`src/rtl/key_seq_port.sv`:
```
// rtl/key_seq_port.sv - bus-mapped probe/unlock sequencer returning LFSR bits once unlocked.
// Optional `KEYSEQ_AUTOLOCK_EN: relock automatically when the LFSR wraps back to SEED.
module key_seq_port #(
  parameter int                   STATE_W    = 6,
  parameter logic [STATE_W-1:0]   TAPS       = 6'h30,
  parameter logic [STATE_W-1:0]   SEED       = 6'h01,
  parameter int                   PROBE_W    = 4,
  parameter logic [PROBE_W-1:0]   KEY        = 4'hA,
  parameter int                   PROBE_LSB  = 4,
  parameter int                   UNLOCK_LEN = 4,
  parameter int                   ADDR_W     = 14,
  parameter int                   WIN_W      = 2,
  parameter logic [WIN_W-1:0]     WIN_VAL    = 2'b01,
  parameter int                   DATA_W     = 2
) (
  input  logic               clk,
  input  logic               rst_n,
  input  logic               sel_n,
  input  logic [ADDR_W-1:0]  ba,
  input  logic               br_w,
  input  logic               rd_stb,
  output logic [DATA_W-1:0]  rd_data,
  output logic               rd_oe,
  output logic               unlocked,
  output logic [STATE_W-1:0] state_q
);

  localparam int CNT_W = $clog2(UNLOCK_LEN + 1);

  typedef enum logic {SEEK, OPEN} fsm_t;

  fsm_t               fsm_q, fsm_d;
  logic [CNT_W-1:0]   cnt_q, cnt_d, cnt_inc;
  logic               unlocked_q, unlocked_d;
  logic [STATE_W-1:0] state_d, lfsr_next;
  logic               hit, fb;
  logic [PROBE_W-1:0] probe, exp_code;
  logic               unused_ba;

  assign unused_ba = ^ba;

  assign hit       = ~sel_n & (ba[ADDR_W-1 -: WIN_W] == WIN_VAL);
  assign probe     = ba[PROBE_LSB +: PROBE_W];
  assign exp_code  = state_q[PROBE_W-1:0] ^ KEY;
  // All-zero state would lock the LFSR up, so feedback is forced high there.
  assign fb        = (state_q == '0) ? 1'b1 : ^(state_q & TAPS);
  assign lfsr_next = {state_q[STATE_W-2:0], fb};
  assign cnt_inc   = (cnt_q == CNT_W'(UNLOCK_LEN)) ? cnt_q : cnt_q + CNT_W'(1);

  always_comb begin
    fsm_d      = fsm_q;
    cnt_d      = cnt_q;
    unlocked_d = unlocked_q;
    state_d    = state_q;
    if (rd_stb && hit) begin
      if (!br_w) begin
        fsm_d      = SEEK;
        cnt_d      = '0;
        unlocked_d = 1'b0;
        state_d    = SEED;
      end else begin
        case (fsm_q)
          SEEK: begin
            if (probe == exp_code) begin
              state_d = lfsr_next;
              cnt_d   = cnt_inc;
              if (cnt_inc == CNT_W'(UNLOCK_LEN)) begin
                fsm_d      = OPEN;
                unlocked_d = 1'b1;
              end
            end else begin
              state_d = SEED;
              cnt_d   = '0;
            end
          end
          OPEN: begin
            state_d = lfsr_next;
`ifdef KEYSEQ_AUTOLOCK_EN
            if (lfsr_next == SEED) begin
              fsm_d      = SEEK;
              cnt_d      = '0;
              unlocked_d = 1'b0;
            end
`endif
          end
          default: fsm_d = SEEK;
        endcase
      end
    end
  end

  always_ff @(posedge clk or negedge rst_n) begin
    if (!rst_n) begin
      fsm_q      <= SEEK;
      cnt_q      <= '0;
      unlocked_q <= 1'b0;
      state_q    <= SEED;
    end else begin
      fsm_q      <= fsm_d;
      cnt_q      <= cnt_d;
      unlocked_q <= unlocked_d;
      state_q    <= state_d;
    end
  end

  assign unlocked = unlocked_q;
  assign rd_oe    = rst_n & hit & br_w;
  assign rd_data  = (fsm_q == OPEN) ? state_q[STATE_W-1 -: DATA_W] : '0;

endmodule
```
`config.mk`:
```
export PLATFORM = sky130hd
export DESIGN_NAME = key_seq_port
export DESIGN_NICKNAME = d
export VERILOG_FILES = /design/src/rtl/key_seq_port.sv
export SDC_FILE = /design/constraint.sdc
export NUM_CORES = 1
export LEC_CHECK = 0
export CORE_MARGIN = 5
export CORE_UTILIZATION = 39
export DETAILED_ROUTE_END_ITERATION = 7
export PLACE_DENSITY = 0.79
export SYNTH_ARGS = -nofsm -noshare
export SYNTH_HDL_FRONTEND = slang
export SYNTH_SLANG_ARGS = --single-unit
```
`constraint.sdc`:
```
create_clock -name clk -period 2.4 [get_ports clk]
set_clock_uncertainty 0.1 [all_clocks]
set_input_delay 0.48 -clock clk [delete_from_list [all_inputs] [get_ports clk]]
set_output_delay 0.48 -clock clk [all_outputs]
set_load 0.02 [all_outputs]
```
After elaboration in Yosys (flattened, before gate mapping)
Cells that the tools add are included.
{"block": "totals", "register_bits": 11, "inputBits": 19, "output_inout_bits": 10, "word_cells": 40}
{"block": "op_classes", "mux": 17, "eq_ne": 7, "bitwise_logic": 6, "n_reduce_logical": 5, "add_sub_neg": 1}
{"operator": "$mux W3", "count": 4}
{"operator": "$mux W6", "count": 2}
{"operator": "$pmux W6 S2", "count": 1}
{"operator": "$mux W1", "count": 9}
{"operator": "$eq A3 B3 Y1 const B", "count": 2}
{"operator": "$logic_not A6 Y1", "count": 1}
{"operator": "$reduce_xor A6 Y1", "count": 1}
{"operator": "$eq A4 B4 Y1", "count": 1}
{"operator": "$ne A2 B1 Y1 const B", "count": 2}
{"operator": "$reduce_and A4 Y1", "count": 1}
{"operator": "$add A3 B1 Y3 const B", "count": 1}
{"operator": "$and A1 B1 Y1", "count": 3}
{"operator": "$eq A2 B1 Y1 const B", "count": 1}
{"operator": "$mux W2", "count": 1}
{"operator": "$ne A2 B2 Y1 const B", "count": 1}
{"operator": "$not A1 Y1", "count": 2}
{"operator": "$not A2 Y2", "count": 1}
{"operator": "$reduce_and A2 Y1", "count": 1}
{"operator": "$logic_and A1 B1 Y1", "count": 1}

Longest topological paths before layout
Gate-level depths: netlist of run 1.
{"block": "depth", "depth_word": 7, "depth_mapped": 6, "mapped_depth_nobuf": 6}

Least setup slack after synthesis of run 1
OpenSTA, ideal clock, no wires.
{"block": "synth_timing", "path_kind": "flip-flop to flip-flop", "start": "register cnt_q[0]", "end": "register unlocked_q, in the netlist unlocked", "setup_ps": 65, "path_stages_with_launch": 7, "period_less_slack_ps": 1812, "path_buffers": 0, "setup_slack_ps": 588, "arrival_ps": 1647, "required_time_ps": 2235, "path_cell_list": "dfrtp_1 inv_1 ha_1 or3b_1 a31o_1 nor4_2 o22a_1"}
{"block": "synth_between", "elab_chain_len": 5, "word_cells_on_any_way": 6, "cone_classes": "add/sub: 1; eq/ne: 3; mux: 1; reduce/logical: 1"}
{"item": "from (decl)", "line_no": "33", "text": "logic [CNT_W-1:0] cnt_q, cnt_d, cnt_inc;"}
{"item": "from (signal assigned)", "line_no": "100", "text": "cnt_q <= cnt_d;"}
{"item": "$add A3 B1 Y3 / $eq A3 B3 Y1 (equally long branches)", "line_no": "48", "text": "assign cnt_inc = (cnt_q == CNT_W'(UNLOCK_LEN)) ? cnt_q : cnt_q + CNT_W'(1);"}
{"item": "$mux W3 *", "line_no": "48"}
{"item": "$eq A3 B3 Y1 *", "line_no": "67", "text": "if (cnt_inc == CNT_W'(UNLOCK_LEN)) begin"}
{"item": "$ne A2 B1 Y1 (no source line) *"}
{"item": "$reduce_and A4 Y1 (no source line) *"}
{"item": "to (signal assigned)", "line_no": "101", "text": "unlocked_q <= unlocked_d;"}
{"item": "to (decl)", "line_no": "34", "text": "logic unlocked_q, unlocked_d;"}
Mark *: on every way between the ends. The rest lies on a longest branch, timed or not.
A chain may end at the register's enable or synchronous reset.

Final worst setup path of run 1
{"block": "layout_timing", "start": "register fsm_q", "end": "output port rd_data[0]"}
{"block": "layout_between", "elab_chain_len": 1}
{"item": "from (decl)", "line_no": "32", "text": "fsm_t fsm_q, fsm_d;"}
{"item": "from (signal assigned)", "line_no": "99", "text": "fsm_q <= fsm_d;"}
{"item": "$mux W2", "line_no": "108", "text": "assign rd_data = (fsm_q == OPEN) ? state_q[STATE_W-1 -: DATA_W] : '0;"}
{"item": "to (decl)", "line_no": "22", "text": "output logic [DATA_W-1:0] rd_data,"}
No other way between the ends.

==> results of run 1 <==
[final cells by class]
class / count / share of cell area
clock buffers: 4 / 0.0294
flip-flops and latches: 11 / 0.310
inverters: 6 / 0.0252
repair buffers: 22 / 0.239
multi-input cells: 46 / 0.374
well taps: 16 / 0.0224
[layer usage]
metal	routed length [microns]	up-vias
met3	100	2
met2	721	19
met1	631	282
met4	23	0
met5	0	-
li1	-	288
[cell usage in the layout (no fill, tap or decap)]
master and n:
clkdlybuf4s50_1 19, dfrtp_1 10, a22o_1 7, inv_1 6, nor2_1 5, nand2_1 5
a21oi_1 3, xnor2_1 3, o22a_1 3, nor4_1 3, ha_1 3, clkbuf_4 3
nand2b_1 2, xor2_1 2, nor3_1 2, buf_4 2, and4_1 1, nand3_1 1
or3b_1 1, a31o_1 1, nand4_1 1, and4bb_2 1, nor4_2 1, a21oi_2 1
clkbuf_1 1, dlygate4sd2_1 1, dfstp_2 1
[sequential cells by signal (all words and copies together) (netlist names)]
| signal | count |
|---|---|
| cnt_q | 3 |
| unlocked | 1 |
| fsm_q | 1 |
| state_q | 6 |
[power groups by stage]
stage	Combinational, mW	Sequential (mW)	Clock (mW)
3_3_place_gp	0.0529	0.198	0
5_1_grt	0.0588	0.195	0.137
3_5_place_dp	0.0542	0.198	0
2_1_floorplan	0.0179	0.200	0
4_1_cts	0.0544	0.194	0.127
6_report	0.0539	0.194	0.123
[timing repair]
action | CTS | global route
gates resized for setup | 1 | 0
setup endpoints to repair | 1 | 0
hold buffers | 0 | 0
endpoints found under the hold margin | 0 | 0
[worst min-delay path by stage]
stage             start       end  slack, ps  cells after the start
3_5_place_dp   unlocked  unlocked        380                      1
2_1_floorplan     rst_n  cnt_q[0]         80                      0
4_1_cts        unlocked  unlocked        400                      1
3_3_place_gp   unlocked  unlocked        380                      1
5_1_grt           rst_n     fsm_q        440                      2
6_report       unlocked  unlocked        390                      1
[through the flow]
| stage | TNS, ps | utilization | setup slack (ps) | instances | power (mW) |
|---|---|---|---|---|---|
| after global routing | 0 | 0.586 | 113 | 105 | 0.390 |
| after floorplan | 0 | - | 588 | 63 | 0.218 |
| after CTS | 0 | 0.586 | 247 | 105 | 0.376 |
| after detailed placement | -6.86 | 0.570 | -6.86 | 101 | 0.252 |
| final | 0 | 0.586 | 249 | 105 | 0.371 |
| after global placement | 0 | 0.570 | 6.68 | 101 | 0.250 |
[cell families after synthesis]
family | share of synthesized area
AOI/OAI and AO/OA | 0.190
DFF | 0.437
buffers and inverters | 0.0356
and+or+nand+nor | 0.209
xor gates and xnor gates | 0.0692
adders and majority gates | 0.0593
==> results.py, run 1 <==
metrics = {
    "cts": {
        "post-cts-setup-buffers": 0,
        "cts_made_buffers": 3,
        "clock_path_buffers": 2,
        "root_buffer": "clkbuf_4",
        "cts_tree": "built",
        "clock_latency_ps": 270,
        "cts.sinks": 11,
        "clkTransAtPathRegs_ps": 70,
        "cts_htree_levels": 1,
    },
    "timing": {
        "timing.hold.ws_ps": 390,
        "grt_setup_unrepaired": "false",
        "setup_viol": 0,
        "worstMarginPinSlew_ps": 316,
        "timing.fmax_mhz": 465,
        "min_period_over_period": 0.896,
        "report.final.slew_viol_count": 0,
        "slew_headroom": 0.788,
        "finalHoldViolCount": 0,
        "fin_crit_ps": 2150,
    },
    "yosys": {
        "yosys-top-cells-area": "dfrtp_1 (40%), a22o_1 (9.7%), ha_1 (5.9%)",
        "synth-edff-count": 0,
        "synthArstFlopShare": 1.00,
        "synth.avg_cell_area_sq_um": 10.0,
        "synth_area_sq_um": 633,
        "yosys.area.top_type": "dfrtp_1",
        "syn_nets": 85,
        "synth_warnings": 0,
        "ys_types": 22,
        "ys_ff_latch": 11,
        "synth_common_cells": "dfrtp_1 (10), a22o_1 (7), inv_1 (6)",
        "yosys.area.top_type_share": 0.395,
        "ys_seq_area_frac": 0.437,
        "synth_most_common_cell": "dfrtp_1",
        "ys.flop_type": "dfrtp_1",
        "synthCells": 63,
    },
    "final_layout": {
        "syn_to_final_growth_pct": 41.1,
        "seq_area_sq_um": 277,
        "fillCellCount": 131,
        "final_area_sq_um": 893,
        "antenna_cells": 0,
        "drive_gt1_frac": 0.101,
        "fin_nets": 112,
        "multi_input_area_sq_um": 334,
    },
    "detailed_routing": {
        "wl_microns": 1480,
        "wl_per_cell_microns": 14.1,
        "drt_iter0_markers": 20,
        "firstDrtPassIters": 4,
        "vias": 591,
        "drc": 0,
        "ant_nets": 0,
        "routed_via_density": 5.63,
    },
    "global_routing": {
        "grtUsageTotal": 0.127,
        "met2_usage": 0.213,
        "overflow": 0,
        "grt_pass1_wl_microns": 2500,
        "grt_max_degree": 12,
        "gr-usage-met3": 0.0503,
        "antenna_found_initial": 0,
        "grt_pass1_vias": 582,
        "grt_busiest_layer": "met2",
        "grtUsageMet1": 0.144,
    },
    "power": {
        "p_clk_frac": 0.331,
        "p_seq_frac": 0.524,
        "comb_power_share": 0.145,
        "leakagePower_nw": 0.362,
        "irDropWorstVdd_mv": 0.312,
        "p_per_area_nw_per_um2": 415,
        "p_int_mw": 0.284,
        "power.switching_mw": 0.0865,
        "p_sw_frac": 0.233,
    },
    "floorplanning": {
        "die-area_sq_um": 2530,
        "initial_core_util": 0.415,
        "io_pins": 29,
        "dieWidth_microns": 50.3,
        "num_rows": 14,
        "die_h_microns": 50.3,
        "core_sq_um": 1520,
    },
    "critical_path": {
        "start_kind": "flop",
        "crit_cells": 3,
        "cpLargestDelayFamily": "buffers and inverters",
        "endpoint_kind": "primary output",
        "path_class": "flop to primary output",
        "critPathSlowestCell": "clkdlybuf4s50_1",
        "critical_path.max_fanout": 7,
        "r2r_start": "cnt_q[0]",
        "crit_start": "fsm_q",
        "reg2reg_to": "unlocked",
        "endpoint": "rd_data[0]",
        "worst-r2r-cell-count": 6,
        "rrSetupSlack_ps": 450,
        "path_cells": "inv_1 > nor2_1 > clkdlybuf4s50_1",
        "crit_buf_inv": 2,
        "cp.required_ps": 1820,
        "slowest_delay_ps": 610,
        "worstPathArrival_ps": 1570,
    },
    "min_path": {
        "hp-class": "flop to flop",
    },
    "placed_design": {
        "placed_cell_area_sq_um": 868,
        "io_buffers": 20,
        "gp_congestion": 0.706,
        "post-dp-hpwl_microns": 1140,
    },
    "status": {
        "outcome": "complete, no violations",
    },
    "job": {
        "drv_cap": 0,
    },
}
Note: power is estimated with default switching activity, not from simulation.
==> run 2, diff against run 1 <==
==> constraint.sdc (replaced) <==
create_clock -name clk -period 2.15 [get_ports clk]
set_clock_uncertainty 0.1 [all_clocks]
set_input_delay 0.43 -clock clk [delete_from_list [all_inputs] [get_ports clk]]
set_output_delay 0.43 -clock clk [all_outputs]
set_load 0.02 [all_outputs]
==> results.py, run 2 (same netlist as run 1, synthesis figures left out) <==
metrics = {
    "status": {
        "outcome": "complete, no violations",
    },
    "timing": {
        "slew_headroom": 0.788,
        "finalHoldViolCount": 0,
        "timing.fmax_mhz": 492,
        "min_period_over_period": 0.945,
        "grt_setup_unrepaired": "false",
        "report.final.slew_viol_count": 0,
        "worstMarginPinSlew_ps": 316,
        "fin_crit_ps": 2030,
        "setup_viol": 0,
    },
    "floorplanning": {
        "die_h_microns": 50.3,
        "dieWidth_microns": 50.3,
        "io_pins": 29,
        "core_sq_um": 1520,
        "die-area_sq_um": 2530,
        "initial_core_util": 0.415,
        "num_rows": 14,
    },
    "final_layout": {
        "fin_util": 0.587,
        "syn_to_final_growth_pct": 41.3,
        "top_register": "state_q",
        "drive_gt1_frac": 0.112,
        "reg.largest.list": "state_q x6, cnt_q x3",
        "largest_reg_flops": 6,
        "layout_common_cells": "clkdlybuf4s50_1 (19), dfrtp_1 (9), a22o_1 (7)",
        "final_cells": 105,
        "antenna_cells": 0,
        "fin_nets": 112,
        "layout_commonest_cell": "clkdlybuf4s50_1",
    },
    "detailed_routing": {
        "wl_per_cell_microns": 14.1,
        "firstDrtPassIters": 4,
        "drt_iter0_markers": 20,
        "vias": 591,
        "ant_nets": 0,
        "routed_via_density": 5.63,
        "drc": 0,
        "wl_microns": 1480,
    },
    "global_routing": {
        "grtUsageTotal": 0.127,
        "met2_usage": 0.213,
        "grt_busiest_layer": "met2",
        "grt_max_degree": 12,
        "gr-usage-met3": 0.0503,
        "antenna_found_initial": 0,
        "grt_pass1_wl_microns": 2500,
        "overflow": 0,
        "grtUsageMet1": 0.144,
        "grt_pass1_vias": 582,
    },
    "critical_path": {
        "endpoint_kind": "primary output",
        "r2r_start": "cnt_q[0]",
        "cp.required_ps": 1620,
        "path_cells": "clkdlybuf4s50_1 > nor2_1 > and4_1 > dlygate4sd2_1",
        "critical_path.max_fanout": 2,
        "path_class": "primary input to primary output",
        "worstPathArrival_ps": 1500,
        "critPathSlowestCell": "clkdlybuf4s50_1",
        "crit_start": "ba[13]",
        "start_kind": "primary input",
        "slowest_delay_ps": 420,
    },
    "placed_design": {
        "gp_congestion": 0.706,
        "io_buffers": 20,
        "post-dp-hpwl_microns": 1140,
        "dp_cells": 101,
    },
    "cts": {
        "cts_tree": "built",
        "cts_htree_levels": 1,
        "cts_made_buffers": 3,
        "cts.sinks": 11,
        "clkTransAtPathRegs_ps": 70,
        "clock_path_buffers": 2,
        "post-cts-setup-buffers": 0,
        "clock_latency_ps": 270,
        "root_buffer": "clkbuf_4",
        "hold_buffers": 0,
    },
    "power": {
        "power_mw": 0.414,
        "irDropWorstVdd_mv": 0.349,
        "leakagePower_nw": 0.360,
        "p_per_area_nw_per_um2": 463,
    },
    "job": {
        "drv_cap": 0,
    },
    "min_path": {
        "hp-class": "primary input to async pin",
    },
}
[run 2: worst paths after layout]
check	to	slack, ps	cells past startpoint
max in group asynchronous	state_q[0]	1330	2
min reg2reg	unlocked	390	1
min	fsm_q	390	2
max reg2reg	unlocked	200	6
max	rd_oe	120	4
min in group clk	unlocked	390	1
[run 2: power by group]
| part | switching [mW] | internal (mW) |
|---|---|---|
| combinational | 0.0260 | 0.0341 |
| clock | 0.0653 | 0.0717 |
| sequential | 0.00528 | 0.212 |
[run 2: cell type report]
class | count | area, sq um
fillers | 131 | 629
multi-input cells | 46 | 334
flip-flops and latches | 11 | 278
repair buffers | 22 | 214
clock buffers | 4 | 26.3
inverters | 6 | 22.5
well taps | 16 | 20.0
[run 2: worst max-delay path: cells and delay by family]
family / cells / cell delay (ps)
buf+inv: 2 / 750
simple gates: 2 / 320
[run 2: timing repair]
item | in CTS | in global routing
setup endpoints to repair | 1 | 2
resized for setup | 1 | 1
endpoints found under the hold margin | 0 | 0
gates cloned | 0 | 0
[run 2: through the flow]
| stage | hold slack, ps | TNS, ps | cell area, sq um | setup slack, ps |
|---|---|---|---|---|
| finish | 389 | 0 | 895 | 119 |
| global route | 394 | 0 | 895 | 11.3 |
| CTS | 392 | 0 | 893 | 46.6 |
| detailed placement | 380 | -157 | 868 | -157 |
| global placement | 385 | -143 | 868 | -143 |
| floorplan | 34.4 | 0 | 633 | 338 |
[run 2: per-layer routing]
metal / share of wire / routed length (microns) / vias up
met4: 0.016 / 23 / 0
met3: 0.068 / 100 / 2
met5: 0 / 0 / -
li1: - / - / 288
met1: 0.43 / 631 / 282
met2: 0.49 / 721 / 19
